$ cat src/rtl/idu_pkg.sv
// rtl/idu_pkg.sv - shared opcodes, class enum, ALU codes and decoded-bundle type for the decode stage
package idu_pkg;

    parameter int PKG_XLEN     = 32;
    parameter int PKG_ALU_OP_W = 5;

    localparam logic [6:0] OPC_LUI    = 7'b0110111;
    localparam logic [6:0] OPC_AUIPC  = 7'b0010111;
    localparam logic [6:0] OPC_JAL    = 7'b1101111;
    localparam logic [6:0] OPC_JALR   = 7'b1100111;
    localparam logic [6:0] OPC_BRANCH = 7'b1100011;
    localparam logic [6:0] OPC_LOAD   = 7'b0000011;
    localparam logic [6:0] OPC_STORE  = 7'b0100011;
    localparam logic [6:0] OPC_OPIMM  = 7'b0010011;
    localparam logic [6:0] OPC_OP     = 7'b0110011;
    localparam logic [6:0] OPC_SYSTEM = 7'b1110011;

    localparam logic [31:0] INST_EBREAK = 32'h0010_0073;
    localparam logic [31:0] INST_ECALL  = 32'h0000_0073;

    typedef enum logic [3:0] {
        CLS_LUI     = 4'd0,
        CLS_AUIPC   = 4'd1,
        CLS_JAL     = 4'd2,
        CLS_JALR    = 4'd3,
        CLS_BRANCH  = 4'd4,
        CLS_LOAD    = 4'd5,
        CLS_STORE   = 4'd6,
        CLS_OPIMM   = 4'd7,
        CLS_OP      = 4'd8,
        CLS_SYSTEM  = 4'd9,
        CLS_ILLEGAL = 4'd10
    } inst_class_e;

    localparam logic [PKG_ALU_OP_W-1:0] ALU_ADD   = PKG_ALU_OP_W'(0);
    localparam logic [PKG_ALU_OP_W-1:0] ALU_SUB   = PKG_ALU_OP_W'(1);
    localparam logic [PKG_ALU_OP_W-1:0] ALU_SLL   = PKG_ALU_OP_W'(2);
    localparam logic [PKG_ALU_OP_W-1:0] ALU_SLT   = PKG_ALU_OP_W'(3);
    localparam logic [PKG_ALU_OP_W-1:0] ALU_SLTU  = PKG_ALU_OP_W'(4);
    localparam logic [PKG_ALU_OP_W-1:0] ALU_XOR   = PKG_ALU_OP_W'(5);
    localparam logic [PKG_ALU_OP_W-1:0] ALU_SRL   = PKG_ALU_OP_W'(6);
    localparam logic [PKG_ALU_OP_W-1:0] ALU_SRA   = PKG_ALU_OP_W'(7);
    localparam logic [PKG_ALU_OP_W-1:0] ALU_OR    = PKG_ALU_OP_W'(8);
    localparam logic [PKG_ALU_OP_W-1:0] ALU_AND   = PKG_ALU_OP_W'(9);
    localparam logic [PKG_ALU_OP_W-1:0] ALU_PASSB = PKG_ALU_OP_W'(10);
    localparam logic [PKG_ALU_OP_W-1:0] ALU_BEQ   = PKG_ALU_OP_W'(11);
    localparam logic [PKG_ALU_OP_W-1:0] ALU_BNE   = PKG_ALU_OP_W'(12);
    localparam logic [PKG_ALU_OP_W-1:0] ALU_BLT   = PKG_ALU_OP_W'(13);
    localparam logic [PKG_ALU_OP_W-1:0] ALU_BGE   = PKG_ALU_OP_W'(14);
    localparam logic [PKG_ALU_OP_W-1:0] ALU_BLTU  = PKG_ALU_OP_W'(15);
    localparam logic [PKG_ALU_OP_W-1:0] ALU_BGEU  = PKG_ALU_OP_W'(16);

    typedef struct packed {
        logic [PKG_XLEN-1:0]     pc;
        logic [4:0]              rs1;
        logic [4:0]              rs2;
        logic [4:0]              rd;
        logic [PKG_XLEN-1:0]     imm;
        logic [PKG_ALU_OP_W-1:0] alu_op;
        inst_class_e             cls;
        logic                    rd_we;
        logic                    mem_rd;
        logic                    mem_wr;
        logic                    ebreak;
        logic                    ecall;
        logic                    illegal;
        logic [11:0]             csr_addr;
    } bundle_t;

endpackage

$ cat src/rtl/idu_stream_if.sv
// rtl/idu_stream_if.sv - IFU-side and EXU-side handshake bundle of the decode stage
// master: drives in_valid/in_inst/in_pc/out_ready (IFU + EXU side)
// slave : drives in_ready and all out_* (the decode stage)
interface idu_stream_if
    import idu_pkg::*;
#(
    parameter int XLEN     = PKG_XLEN,
    parameter int ALU_OP_W = PKG_ALU_OP_W
);
    logic                in_valid;
    logic                in_ready;
    logic [31:0]         in_inst;
    logic [XLEN-1:0]     in_pc;
    logic                out_valid;
    logic                out_ready;
    logic [XLEN-1:0]     out_pc;
    logic [4:0]          out_rs1;
    logic [4:0]          out_rs2;
    logic [4:0]          out_rd;
    logic [XLEN-1:0]     out_imm;
    logic [ALU_OP_W-1:0] out_alu_op;
    logic [3:0]          out_class;
    logic                out_rd_we;
    logic                out_mem_rd;
    logic                out_mem_wr;
    logic                out_ebreak;
    logic                out_ecall;
    logic                out_illegal;
    logic [11:0]         out_csr_addr;

    modport slave (
        input  in_valid, in_inst, in_pc, out_ready,
        output in_ready, out_valid, out_pc, out_rs1, out_rs2, out_rd, out_imm,
               out_alu_op, out_class, out_rd_we, out_mem_rd, out_mem_wr,
               out_ebreak, out_ecall, out_illegal, out_csr_addr
    );

    modport master (
        output in_valid, in_inst, in_pc, out_ready,
        input  in_ready, out_valid, out_pc, out_rs1, out_rs2, out_rd, out_imm,
               out_alu_op, out_class, out_rd_we, out_mem_rd, out_mem_wr,
               out_ebreak, out_ecall, out_illegal, out_csr_addr
    );
endinterface

$ cat src/rtl/idu_decode_comb.sv
// rtl/idu_decode_comb.sv - combinational instruction word + pc to decoded bundle
// Ports: i_inst (32b instruction), i_pc (XLEN pc), o_bundle (bundle_t)
// Macro IDU_ZICSR_EN: decode SYSTEM funct3!=0 as CSR accesses; otherwise they are illegal.
module idu_decode_comb
    import idu_pkg::*;
#(
    parameter int XLEN = PKG_XLEN
) (
    input  logic [31:0]     i_inst,
    input  logic [XLEN-1:0] i_pc,
    output bundle_t         o_bundle
);
    logic [6:0] w_opc;
    logic [2:0] w_f3;
    logic [6:0] w_f7;
    logic       w_shamt_ok;
    logic       w_legal;
    logic       w_writes;
    bundle_t    w_b;

    // Sign extension is done by size-casting signed fragments to XLEN.
    logic signed [11:0] w_imm_i;
    logic signed [11:0] w_imm_s;
    logic signed [12:0] w_imm_b;
    logic signed [31:0] w_imm_u;
    logic signed [20:0] w_imm_j;

    assign w_opc   = i_inst[6:0];
    assign w_f3    = i_inst[14:12];
    assign w_f7    = i_inst[31:25];
    assign w_imm_i = i_inst[31:20];
    assign w_imm_s = {i_inst[31:25], i_inst[11:7]};
    assign w_imm_b = {i_inst[31], i_inst[7], i_inst[30:25], i_inst[11:8], 1'b0};
    assign w_imm_u = {i_inst[31:12], 12'b0};
    assign w_imm_j = {i_inst[31], i_inst[19:12], i_inst[20], i_inst[30:21], 1'b0};

    // On RV64 inst[25] belongs to the 6-bit shamt; on RV32 it must be zero.
    always_comb begin
        w_shamt_ok = 1'b1;
        if (w_f3 == 3'b001 || w_f3 == 3'b101) begin
            if (XLEN == 64)
                w_shamt_ok = (w_f7[6:1] == 6'b000000) ||
                             (w_f3 == 3'b101 && w_f7[6:1] == 6'b010000);
            else
                w_shamt_ok = (w_f7 == 7'b0000000) ||
                             (w_f3 == 3'b101 && w_f7 == 7'b0100000);
        end
    end

    always_comb begin
        w_b        = '0;
        w_b.pc     = i_pc;
        w_b.cls    = CLS_ILLEGAL;
        w_b.alu_op = ALU_ADD;
        w_legal    = 1'b1;
        w_writes   = 1'b0;
        case (w_opc)
            OPC_LUI: begin
                w_b.cls = CLS_LUI;  w_writes = 1'b1;
                w_b.imm = XLEN'(w_imm_u);  w_b.alu_op = ALU_PASSB;
            end
            OPC_AUIPC: begin
                w_b.cls = CLS_AUIPC;  w_writes = 1'b1;  w_b.imm = XLEN'(w_imm_u);
            end
            OPC_JAL: begin
                w_b.cls = CLS_JAL;  w_writes = 1'b1;  w_b.imm = XLEN'(w_imm_j);
            end
            OPC_JALR: begin
                w_b.cls = CLS_JALR;  w_writes = 1'b1;
                w_b.rs1 = i_inst[19:15];  w_b.imm = XLEN'(w_imm_i);
            end
            OPC_BRANCH: begin
                w_b.cls = CLS_BRANCH;  w_b.rs1 = i_inst[19:15];  w_b.rs2 = i_inst[24:20];
                w_b.imm = XLEN'(w_imm_b);
                case (w_f3)
                    3'b001:  w_b.alu_op = ALU_BNE;
                    3'b100:  w_b.alu_op = ALU_BLT;
                    3'b101:  w_b.alu_op = ALU_BGE;
                    3'b110:  w_b.alu_op = ALU_BLTU;
                    3'b111:  w_b.alu_op = ALU_BGEU;
                    default: w_b.alu_op = ALU_BEQ;
                endcase
            end
            OPC_LOAD: begin
                w_b.cls = CLS_LOAD;  w_writes = 1'b1;  w_b.mem_rd = 1'b1;
                w_b.rs1 = i_inst[19:15];  w_b.imm = XLEN'(w_imm_i);
            end
            OPC_STORE: begin
                w_b.cls = CLS_STORE;  w_b.mem_wr = 1'b1;
                w_b.rs1 = i_inst[19:15];  w_b.rs2 = i_inst[24:20];  w_b.imm = XLEN'(w_imm_s);
            end
            OPC_OPIMM: begin
                w_b.cls = CLS_OPIMM;  w_writes = 1'b1;  w_legal = w_shamt_ok;
                w_b.rs1 = i_inst[19:15];  w_b.imm = XLEN'(w_imm_i);
                case (w_f3)
                    3'b001:  w_b.alu_op = ALU_SLL;
                    3'b010:  w_b.alu_op = ALU_SLT;
                    3'b011:  w_b.alu_op = ALU_SLTU;
                    3'b100:  w_b.alu_op = ALU_XOR;
                    3'b101:  w_b.alu_op = i_inst[30] ? ALU_SRA : ALU_SRL;
                    3'b110:  w_b.alu_op = ALU_OR;
                    3'b111:  w_b.alu_op = ALU_AND;
                    default: w_b.alu_op = ALU_ADD;
                endcase
            end
            OPC_OP: begin
                w_b.cls = CLS_OP;  w_writes = 1'b1;
                w_b.rs1 = i_inst[19:15];  w_b.rs2 = i_inst[24:20];
                case (w_f3)
                    3'b001:  w_b.alu_op = ALU_SLL;
                    3'b010:  w_b.alu_op = ALU_SLT;
                    3'b011:  w_b.alu_op = ALU_SLTU;
                    3'b100:  w_b.alu_op = ALU_XOR;
                    3'b101:  w_b.alu_op = i_inst[30] ? ALU_SRA : ALU_SRL;
                    3'b110:  w_b.alu_op = ALU_OR;
                    3'b111:  w_b.alu_op = ALU_AND;
                    default: w_b.alu_op = i_inst[30] ? ALU_SUB : ALU_ADD;
                endcase
            end
            OPC_SYSTEM: begin
                if (i_inst == INST_EBREAK) begin
                    w_b.cls = CLS_SYSTEM;  w_b.ebreak = 1'b1;
                end else if (i_inst == INST_ECALL) begin
                    w_b.cls = CLS_SYSTEM;  w_b.ecall = 1'b1;
`ifdef IDU_ZICSR_EN
                end else if (w_f3 != 3'b000) begin
                    // Immediate CSR forms carry zimm in the rs1 field.
                    w_b.cls      = CLS_SYSTEM;  w_writes = 1'b1;  w_b.alu_op = ALU_PASSB;
                    w_b.csr_addr = i_inst[31:20];
                    w_b.rs1      = w_f3[2] ? 5'd0 : i_inst[19:15];
                    w_b.imm      = w_f3[2] ? XLEN'(i_inst[19:15]) : '0;
`endif
                end else begin
                    w_legal = 1'b0;
                end
            end
            default: w_legal = 1'b0;
        endcase

        if (w_writes) begin
            w_b.rd    = i_inst[11:7];
            w_b.rd_we = (i_inst[11:7] != 5'd0);
        end

        // Illegal bundles keep only their pc so the EXU sees a clean trap record.
        if (!w_legal) begin
            w_b         = '0;
            w_b.pc      = i_pc;
            w_b.cls     = CLS_ILLEGAL;
            w_b.illegal = 1'b1;
        end
    end

    assign o_bundle = w_b;
endmodule

$ cat src/rtl/idu_stream.sv
// rtl/idu_stream.sv - decode stage: decodes IFU instructions into a DEPTH-entry bundle queue for the EXU
// Ports: clk, rst (async active-low), flush (drops queue and this cycle's input),
//        bus (idu_stream_if.slave: in_* handshake from IFU, out_* head bundle to EXU)
// Macro IDU_ZICSR_EN: enables CSR decode in idu_decode_comb.
module idu_stream
    import idu_pkg::*;
#(
    parameter int XLEN     = PKG_XLEN,
    parameter int DEPTH    = 2,
    parameter int ALU_OP_W = PKG_ALU_OP_W
) (
    input  logic         clk,
    input  logic         rst,
    input  logic         flush,
    idu_stream_if.slave  bus
);
    localparam int PTR_W = (DEPTH > 1) ? $clog2(DEPTH) : 1;
    localparam int CNT_W = $clog2(DEPTH + 1);

    bundle_t          r_mem [DEPTH];
    logic [PTR_W-1:0] r_wr_ptr;
    logic [PTR_W-1:0] r_rd_ptr;
    logic [CNT_W-1:0] r_count;

    bundle_t w_dec;
    bundle_t w_head;
    logic    w_push;
    logic    w_pop;
    logic    w_not_full;

    function automatic logic [PTR_W-1:0] ptr_next(input logic [PTR_W-1:0] p);
        return (p == PTR_W'(DEPTH - 1)) ? '0 : p + 1'b1;
    endfunction

    idu_decode_comb #(.XLEN(XLEN)) u_dec (
        .i_inst   (bus.in_inst),
        .i_pc     (bus.in_pc),
        .o_bundle (w_dec)
    );

    // No full-bypass: a same-cycle pop does not open a slot.
    assign w_not_full   = (r_count < CNT_W'(DEPTH));
    assign bus.in_ready = rst & w_not_full;
    assign w_push       = bus.in_valid & bus.in_ready & ~flush;
    assign w_pop        = (r_count != '0) & bus.out_ready & ~flush;

    always_ff @(posedge clk or negedge rst) begin
        if (!rst) begin
            r_wr_ptr <= '0;
            r_rd_ptr <= '0;
            r_count  <= '0;
        end else if (flush) begin
            r_wr_ptr <= '0;
            r_rd_ptr <= '0;
            r_count  <= '0;
        end else begin
            if (w_push) r_wr_ptr <= ptr_next(r_wr_ptr);
            if (w_pop)  r_rd_ptr <= ptr_next(r_rd_ptr);
            case ({w_push, w_pop})
                2'b10:   r_count <= r_count + 1'b1;
                2'b01:   r_count <= r_count - 1'b1;
                default: r_count <= r_count;
            endcase
        end
    end

    // Storage needs no reset: the empty-queue mask below hides stale entries.
    always_ff @(posedge clk) begin
        if (w_push) r_mem[r_wr_ptr] <= w_dec;
    end

    assign w_head = (r_count != '0) ? r_mem[r_rd_ptr] : '0;

    assign bus.out_valid    = (r_count != '0);
    assign bus.out_pc       = w_head.pc;
    assign bus.out_rs1      = w_head.rs1;
    assign bus.out_rs2      = w_head.rs2;
    assign bus.out_rd       = w_head.rd;
    assign bus.out_imm      = w_head.imm;
    assign bus.out_alu_op   = w_head.alu_op;
    assign bus.out_class    = w_head.cls;
    assign bus.out_rd_we    = w_head.rd_we;
    assign bus.out_mem_rd   = w_head.mem_rd;
    assign bus.out_mem_wr   = w_head.mem_wr;
    assign bus.out_ebreak   = w_head.ebreak;
    assign bus.out_ecall    = w_head.ecall;
    assign bus.out_illegal  = w_head.illegal;
    assign bus.out_csr_addr = w_head.csr_addr;
endmodule

$ cat src/flat_wrapper.sv
// flat-port wrapper written by rule: the top's interface ports become plain ports
module idu_stream_flat import idu_pkg::*;
#(
    parameter int XLEN     = PKG_XLEN,
    parameter int DEPTH    = 2,
    parameter int ALU_OP_W = PKG_ALU_OP_W
)
  (clk, rst, flush, bus_in_valid, bus_in_inst, bus_in_pc, bus_out_ready, bus_in_ready, bus_out_valid, bus_out_pc, bus_out_rs1, bus_out_rs2, bus_out_rd, bus_out_imm, bus_out_alu_op, bus_out_class, bus_out_rd_we, bus_out_mem_rd, bus_out_mem_wr, bus_out_ebreak, bus_out_ecall, bus_out_illegal, bus_out_csr_addr);
  idu_stream_if #(.XLEN(XLEN), .ALU_OP_W(ALU_OP_W)) bus_i ();
  input  logic clk;
  input  logic rst;
  input  logic flush;
  input wire logic [$bits(bus_i.in_valid)-1:0] bus_in_valid;
  input wire logic [$bits(bus_i.in_inst)-1:0] bus_in_inst;
  input wire logic [$bits(bus_i.in_pc)-1:0] bus_in_pc;
  input wire logic [$bits(bus_i.out_ready)-1:0] bus_out_ready;
  output wire logic [$bits(bus_i.in_ready)-1:0] bus_in_ready;
  output wire logic [$bits(bus_i.out_valid)-1:0] bus_out_valid;
  output wire logic [$bits(bus_i.out_pc)-1:0] bus_out_pc;
  output wire logic [$bits(bus_i.out_rs1)-1:0] bus_out_rs1;
  output wire logic [$bits(bus_i.out_rs2)-1:0] bus_out_rs2;
  output wire logic [$bits(bus_i.out_rd)-1:0] bus_out_rd;
  output wire logic [$bits(bus_i.out_imm)-1:0] bus_out_imm;
  output wire logic [$bits(bus_i.out_alu_op)-1:0] bus_out_alu_op;
  output wire logic [$bits(bus_i.out_class)-1:0] bus_out_class;
  output wire logic [$bits(bus_i.out_rd_we)-1:0] bus_out_rd_we;
  output wire logic [$bits(bus_i.out_mem_rd)-1:0] bus_out_mem_rd;
  output wire logic [$bits(bus_i.out_mem_wr)-1:0] bus_out_mem_wr;
  output wire logic [$bits(bus_i.out_ebreak)-1:0] bus_out_ebreak;
  output wire logic [$bits(bus_i.out_ecall)-1:0] bus_out_ecall;
  output wire logic [$bits(bus_i.out_illegal)-1:0] bus_out_illegal;
  output wire logic [$bits(bus_i.out_csr_addr)-1:0] bus_out_csr_addr;
  assign bus_i.in_valid = bus_in_valid;
  assign bus_i.in_inst = bus_in_inst;
  assign bus_i.in_pc = bus_in_pc;
  assign bus_i.out_ready = bus_out_ready;
  assign bus_in_ready = bus_i.in_ready;
  assign bus_out_valid = bus_i.out_valid;
  assign bus_out_pc = bus_i.out_pc;
  assign bus_out_rs1 = bus_i.out_rs1;
  assign bus_out_rs2 = bus_i.out_rs2;
  assign bus_out_rd = bus_i.out_rd;
  assign bus_out_imm = bus_i.out_imm;
  assign bus_out_alu_op = bus_i.out_alu_op;
  assign bus_out_class = bus_i.out_class;
  assign bus_out_rd_we = bus_i.out_rd_we;
  assign bus_out_mem_rd = bus_i.out_mem_rd;
  assign bus_out_mem_wr = bus_i.out_mem_wr;
  assign bus_out_ebreak = bus_i.out_ebreak;
  assign bus_out_ecall = bus_i.out_ecall;
  assign bus_out_illegal = bus_i.out_illegal;
  assign bus_out_csr_addr = bus_i.out_csr_addr;
  idu_stream #(.XLEN(XLEN), .DEPTH(DEPTH), .ALU_OP_W(ALU_OP_W)) u_core (.clk(clk), .rst(rst), .flush(flush), .bus(bus_i));
endmodule
$ cat config.mk
export PLATFORM = sky130hd
export DESIGN_NAME = idu_stream_flat
export DESIGN_NICKNAME = d
export VERILOG_FILES = /design/src/rtl/idu_pkg.sv /design/src/rtl/idu_stream_if.sv /design/src/rtl/idu_decode_comb.sv /design/src/rtl/idu_stream.sv /design/src/flat_wrapper.sv
export SDC_FILE = /design/constraint.sdc
export NUM_CORES = 1
export LEC_CHECK = 0
export BUFFER_PORTS_ARGS = -buffer_cell sky130_fd_sc_hd__buf_2
export CAP_MARGIN = 10
export CORE_MARGIN = 2
export CORE_UTILIZATION = 45
export CTS_CLUSTER_DIAMETER = 30
export CTS_CLUSTER_SIZE = 25
export DETAILED_ROUTE_END_ITERATION = 6
export PLACE_DENSITY = 0.68
export SYNTH_ARGS = -nofsm -noshare
export SYNTH_HDL_FRONTEND = slang
export SYNTH_SLANG_ARGS = --single-unit
export TNS_END_PERCENT = 20
$ cat constraint.sdc
create_clock -name clk -period 9.45 [get_ports clk]
set_input_delay 1.4175 -clock clk [delete_from_list [all_inputs] [get_ports clk]]
set_output_delay 1.4175 -clock clk [all_outputs]
set_load 0.01 [all_outputs]
==> results of run 1 <==
[cells in the mapped netlist, types with 2 or more instances]
master,number,area (µm²)
a2111oi_0,2,17.5
a211oi_1,12,90.1
a21oi_1,35,175
a22oi_1,24,180
a32oi_1,2,17.5
and2_1,6,37.5
buf_1,8,30.0
buf_2,11,55.1
buf_4,12,90.1
clkbuf_1,25,93.8
dfrtp_1,4,100
edfxtp_1,188,5650
inv_1,11,41.3
mux2_2,2,22.5
mux2i_1,95,951
nand2_1,19,71.3
nand2b_1,8,50.1
nand3_1,7,35.0
nand4_1,2,12.5
nor2_1,107,402
nor2b_1,4,25.0
nor3_1,8,40.0
nor3b_1,2,15.0
nor4_1,3,18.8
o21ai_0,19,95.1
xor2_1,3,26.3
[metal layers]
layer	GRT usage (%)	vias up	wire (µm)
met1	25.9	2785	8530
met3	5.03	27	1140
met2	31.7	187	9710
met4	6.42	0	394
met5	0	-	0
li1	-	2664	-
[report_power, final]
group          leakage [nW]  internal [mW]  total (mW)  switching, mW
clock                 0.261          0.367       0.683          0.316
combinational          1.57         0.0650       0.171          0.106
sequential             1.60          0.951       0.964         0.0123
[worst paths after layout]
path | from | to | slack, ns | depth (start not counted)
max | u_core.r_rd_ptr | bus_out_imm[22] | 5.20 | 4
min | u_core.r_wr_ptr | u_core.r_wr_ptr | 0.59 | 2
max reg2reg | u_core.r_count[1] | u_core.r_mem[1][93] | 6.76 | 5
min reg2reg | u_core.r_wr_ptr | u_core.r_wr_ptr | 0.59 | 2
max in group asynchronous | rst | u_core.r_rd_ptr | 8.51 | 1
min in group asynchronous | rst | u_core.r_rd_ptr | 0.79 | 1
[flip-flops by register name (all words and copies together), names as in the netlist]
register	count
u_core.r_mem	188
u_core.r_wr_ptr	1
u_core.r_rd_ptr	1
u_core.r_count	2
[worst max-delay path, cell delays in order (launching register included)]
cell,delay (ns)
dfrtp_4,0.95
buf_4,0.81
mux2i_1,0.34
nor2_1,0.07
buf_2,0.17
[logic make-up (layout without fill, tap and decap cells)]
logic type,count (synthesis),in the layout,share of synthesized area (%)
simple gates,176,176,9.26
xor+xnor,4,4,0.410
compound gates,104,104,7.85
flops,192,192,67.3
mux,97,97,11.4
other cells,1,12,0.0439
buf+inv,68,215,3.77
[layout by cell type, fill, tap and decap left out, drive strengths merged, types with 3 or more instances in the layout]
cell type,n
nor4,3
nand2,19
nor2b,4
clkinv,5
dfrtp,4
conb,12
edfxtp,188
nor3,8
a211oi,12
mux2i,95
nor2,107
inv,14
o21ai,19
a21oi,35
a22oi,24
buf,172
clkinvlp,5
nand2b,8
and2,6
clkbuf,18
xor2,3
nand3,7
[cell type report]
class | instances | area, µm² | area share [%]
inverters | 11 | 41.3 | 0.410
well taps | 234 | 293 | 2.91
clock inverters | 14 | 135 | 1.34
repair buffers | 172 | 881 | 8.75
multi-input cells | 393 | 2540 | 25.3
flip-flops and latches | 192 | 5750 | 57.1
clock buffers | 18 | 429 | 4.26
[metrics by stage]
stage / worst slack, ns / instance area (µm²) / hold WS, ns / util (%)
2_1_floorplan: 0.0190 / 8580 / 0.513 / -
3_3_place_gp: 5.41 / 9510 / 0.555 / 51.0
3_5_place_dp: 5.35 / 9510 / 0.592 / 51.0
4_1_cts: 5.12 / 10100 / 0.606 / 54.0
5_1_grt: 5.02 / 10100 / 0.639 / 54.0
6_report: 5.20 / 10100 / 0.595 / 54.0
==> results.py, run 1 <==
metrics = {
    "outcome": {
        "outcome": "complete, no violations",
    },
    "clock_network": {
        "cts.sinks": 192,
        "cts_buffers": 17,
        "cts-resized-gates": 0,
        "cts-root-buf": "clkbuf_16",
        "cts.clk_slew.worst_paths_ns": 0.07,
        "worstSkewPairLatency_ns": 0.43,
        "cts_hold_buf": 0,
        "ctsLongestPathBuffers": 2,
        "ctsHtreeMaxLevel": 4,
        "cts_tree": "built",
        "post_cts_buffers": 0,
    },
    "timing": {
        "period_needed_ns": 4.25,
        "worst_pin_slew_ns": 1.11,
        "tns_ns": 0,
        "relSlewSlack_pct": 23.8,
        "fin_crit_sh_pct": 44.9,
        "setup_viol": 0,
        "max_freq_ghz": 0.236,
        "hold_viol": 0,
        "clock-skew-final_ns": 0.00427,
        "rsz0062_at_grt": "false",
        "report.final.slew_viol_count": 0,
    },
    "placement": {
        "globalplace.congestion": 0.866,
        "numPortBuffers": 164,
        "dp_cells": 1002,
        "dpl.hpwl_um": 13100,
    },
    "global_route": {
        "antenna_found_initial": 0,
        "grt_pass1_wl_um": 30000,
        "grt_max_degree": 69,
        "gr-total-overflow": 0,
        "grt_pass1_vias": 5545,
        "grt_usage_pct": 19.6,
    },
    "worst_setup_path": {
        "path_max_fanout": 52,
        "cp.required_ns": 8.03,
        "crit_type": "reg2out",
        "arrival_ns": 2.83,
        "end_kind": "output pin",
        "start_kind": "register",
    },
    "floorplan": {
        "die_w_um": 142,
        "start_util_pct": 45.8,
        "die-area_um2": 20100,
        "die_y_um": 142,
        "ios": 177,
        "core_area_um2": 18600,
        "num_rows": 50,
    },
    "route": {
        "drtIter0Drc": 361,
        "postRouteAntennaNets": 0,
        "drc": 0,
        "viasPerCell": 5.48,
        "dr.pass1.iters": 5,
        "vias": 5663,
        "wirelength_um": 19800,
        "post_drt_wl_per_cell_um": 19.1,
    },
    "synth": {
        "synth.distinct_cells": 49,
        "synth_ff_type": "edfxtp_1",
        "yosys_warnings": 0,
        "netlist_area_um2": 8540,
        "postSynthAreaPerCell_um2": 13.3,
        "synth-seq-cells": 192,
        "synth_edf_count": 188,
        "netlist_instances": 642,
        "yosysSeqAreaShare_pct": 67.3,
        "synth-async-reset-ratio_pct": 2.08,
    },
    "flow_run": {
        "drv_cap": 0,
    },
    "cells_and_area": {
        "drive_gt1_share_pct": 26.6,
        "num_antenna_cells": 0,
        "area_growth_syn_to_layout_pct": 17.9,
        "fin_nets": 856,
        "layout.cells.non_filler": 1034,
        "n_fill_cell": 1640,
    },
    "min_path": {
        "hp-class": "reg2reg",
    },
    "power": {
        "p_total_mw": 1.82,
        "ir_drop_mv": 0.126,
        "powerDensity_nw_per_um2": 180,
        "p_leak_nw": 3.44,
    },
}
Note: power is estimated with default switching activity, not from simulation.
==> run 2, diff against run 1 <==
--- a/config.mk
+++ b/config.mk
@@ -12,7 +12,7 @@
 export CTS_CLUSTER_DIAMETER = 30
 export CTS_CLUSTER_SIZE = 25
 export DETAILED_ROUTE_END_ITERATION = 6
-export PLACE_DENSITY = 0.68
+export PLACE_DENSITY = 0.7
 export SYNTH_ARGS = -nofsm -noshare
 export SYNTH_HDL_FRONTEND = slang
 export SYNTH_SLANG_ARGS = --single-unit
==> constraint.sdc (replaced) <==
create_clock -name clk -period 3.65 [get_ports clk]
set_input_delay 0.5475 -clock clk [delete_from_list [all_inputs] [get_ports clk]]
set_output_delay 0.5475 -clock clk [all_outputs]
set_load 0.01 [all_outputs]
==> run 2 against run 1 <==
  * Cell area rose by 1.6%
  * Sequential power increased to 2.6 times the previous value
  * Count of clock-buffer cells in the layout down 1
  * Register-to-register slack lost 5.2 ns
  * Critical path depth is the same
  * Sequential share of layout area shrank 0.88 points
  * Wire length down 4.1%
  * Critical path type unchanged
  * Largest power group unchanged
==> results.py, run 2 (same netlist as run 1, synthesis figures left out) <==
metrics = {
    "route": {
        "viasPerCell": 5.43,
        "dr.pass1.iters": 5,
        "drtIter0Drc": 333,
        "vias": 5655,
        "wirelength_um": 18900,
        "postRouteAntennaNets": 0,
        "drc": 0,
        "post_drt_wl_per_cell_um": 18.2,
    },
    "timing": {
        "hold_viol": 0,
        "whs_ns": 0.301,
        "relSlewSlack_pct": 43.7,
        "setup_viol": 0,
        "clock-skew-final_ns": 0.0125,
        "fin_crit_sh_pct": 72.0,
        "period_needed_ns": 2.63,
        "worst_pin_slew_ns": 0.844,
        "report.final.slew_viol_count": 0,
        "max_freq_ghz": 0.380,
        "rsz0062_at_grt": "false",
    },
    "clock_network": {
        "post_cts_buffers": 0,
        "cts-root-buf": "clkbuf_16",
        "cts-resized-gates": 0,
        "cts.clk_slew.worst_paths_ns": 0.07,
        "cts.sinks": 192,
        "ctsHtreeMaxLevel": 4,
        "cts_tree": "built",
        "ctsLongestPathBuffers": 2,
        "cts_hold_buf": 1,
        "cts_buffers": 17,
        "worstSkewPairLatency_ns": 0.43,
    },
    "floorplan": {
        "ios": 177,
        "start_util_pct": 45.8,
        "die_y_um": 142,
        "core_area_um2": 18600,
        "die-area_um2": 20100,
        "num_rows": 50,
        "die_w_um": 142,
    },
    "power": {
        "p_sw_mw": 1.15,
        "p_comb_share_pct": 9.9,
        "netSwitchingFraction_pct": 24.5,
        "clkPwrFrac_pct": 37.0,
        "internal_power_mw": 3.54,
        "ir_drop_mv": 0.301,
        "powerDensity_nw_per_um2": 458,
        "p_leak_nw": 3.52,
        "power_frac_seq_pct": 53.1,
    },
    "cells_and_area": {
        "final_cell_mix": "edfxtp_1, buf_2, nor2_1",
        "regMostFlops": "u_core.r_mem",
        "post-route-util_pct": 54.9,
        "drive_gt1_share_pct": 27.7,
        "num_antenna_cells": 0,
        "regArea_um2": 5750,
        "area_growth_syn_to_layout_pct": 19.8,
        "multiInputGateArea_um2": 2570,
        "largestRegisters": "u_core.r_mem: 188 flops, u_core.r_count: 2 flops",
        "n_fill_cell": 1583,
        "fin_nets": 864,
        "layout.cells.non_filler": 1042,
        "final_common_cell": "edfxtp_1",
        "largest_reg_flops": 188,
    },
    "worst_setup_path": {
        "cp.required_ns": 3.10,
        "cp_slowest_cell": "dfrtp_4",
        "start_kind": "register",
        "path_cells": "buf_12 -> mux2i_1 -> nor2_1 -> buf_2",
        "end_kind": "output pin",
        "crit_type": "reg2out",
        "path_max_fanout": 32,
        "arrival_ns": 2.08,
        "cp_slowest_stage_delay_ns": 0.78,
    },
    "global_route": {
        "grt_usage_pct": 19.2,
        "grt_pass1_wl_um": 29300,
        "antenna_found_initial": 0,
        "grt_max_degree": 52,
        "gr-total-overflow": 0,
        "grt_pass1_vias": 5378,
    },
    "placement": {
        "globalplace.congestion": 0.949,
        "dpl.hpwl_um": 12900,
        "dp_cells": 1009,
        "numPortBuffers": 164,
    },
    "outcome": {
        "outcome": "complete, no violations",
    },
    "min_path": {
        "hp-class": "in2reg",
    },
    "flow_run": {
        "drv_cap": 0,
    },
}
run 2: power groups by stage:
stage,Sequential (mW),Combinational (mW),Clock (mW)
after detailed placement,2.54,0.464,0
after floorplan,2.53,0.282,0
after CTS,2.49,0.466,1.77
final,2.49,0.462,1.73
after global placement,2.54,0.461,0
after global routing,2.49,0.503,1.87
run 2: critical path, delay by kind of cell (launching register included):
kind / cells / cell delay (ns)
flip-flops: 1 / 0.78
buffers and inverters: 2 / 0.45
multiplexers: 1 / 0.33
AND/OR/NAND/NOR: 1 / 0.06
run 2: metal layers:
layer / vias up / wire (µm) / part of all wire (%) / GRT usage, %
met5: - / 0 / 0 / 0
met4: 0 / 384 / 2.0 / 6.63
met3: 26 / 1100 / 5.8 / 4.86
met2: 188 / 9470 / 50 / 31.2
met1: 2760 / 7990 / 42 / 25.3
li1: 2681 / - / - / -
run 2: area by class of cell:
type	count	share of cell area, %
clock buffer	17	4.16
clock inverter	15	1.28
inverter	11	0.404
multi-input combinational	393	25.1
sequential	192	56.2
tap	234	2.86
timing repair buffer	180	9.96
run 2: stage by stage:
stage               TNS (ns)  area (µm²)  power (mW)  worst slack [ns]
floorplan              -2.20        8620        2.81           -0.0234
global placement           0        9660        3.00             0.810
detailed placement         0        9660        3.00             0.799
CTS                        0       10200        4.73             0.981
global route               0       10200        4.87             0.902
finish                     0       10200        4.68              1.02
run 2: final timing paths:
| kind | start | to | slack [ns] | cells after the start |
|---|---|---|---|---|
| hold / removal | bus_in_pc[18] | u_core.r_mem[0][92] | 0.30 | 1 |
| setup reg to reg | u_core.r_count[1] | u_core.r_mem[1][95] | 1.59 | 4 |
| hold reg to reg | u_core.r_count[0] | u_core.r_count[0] | 0.62 | 2 |
| setup / recovery | u_core.r_rd_ptr | bus_out_imm[10] | 1.02 | 4 |
| min in group asynchronous | rst | u_core.r_count[0] | 0.46 | 2 |
| max in group asynchronous | rst | u_core.r_rd_ptr | 3.02 | 2 |
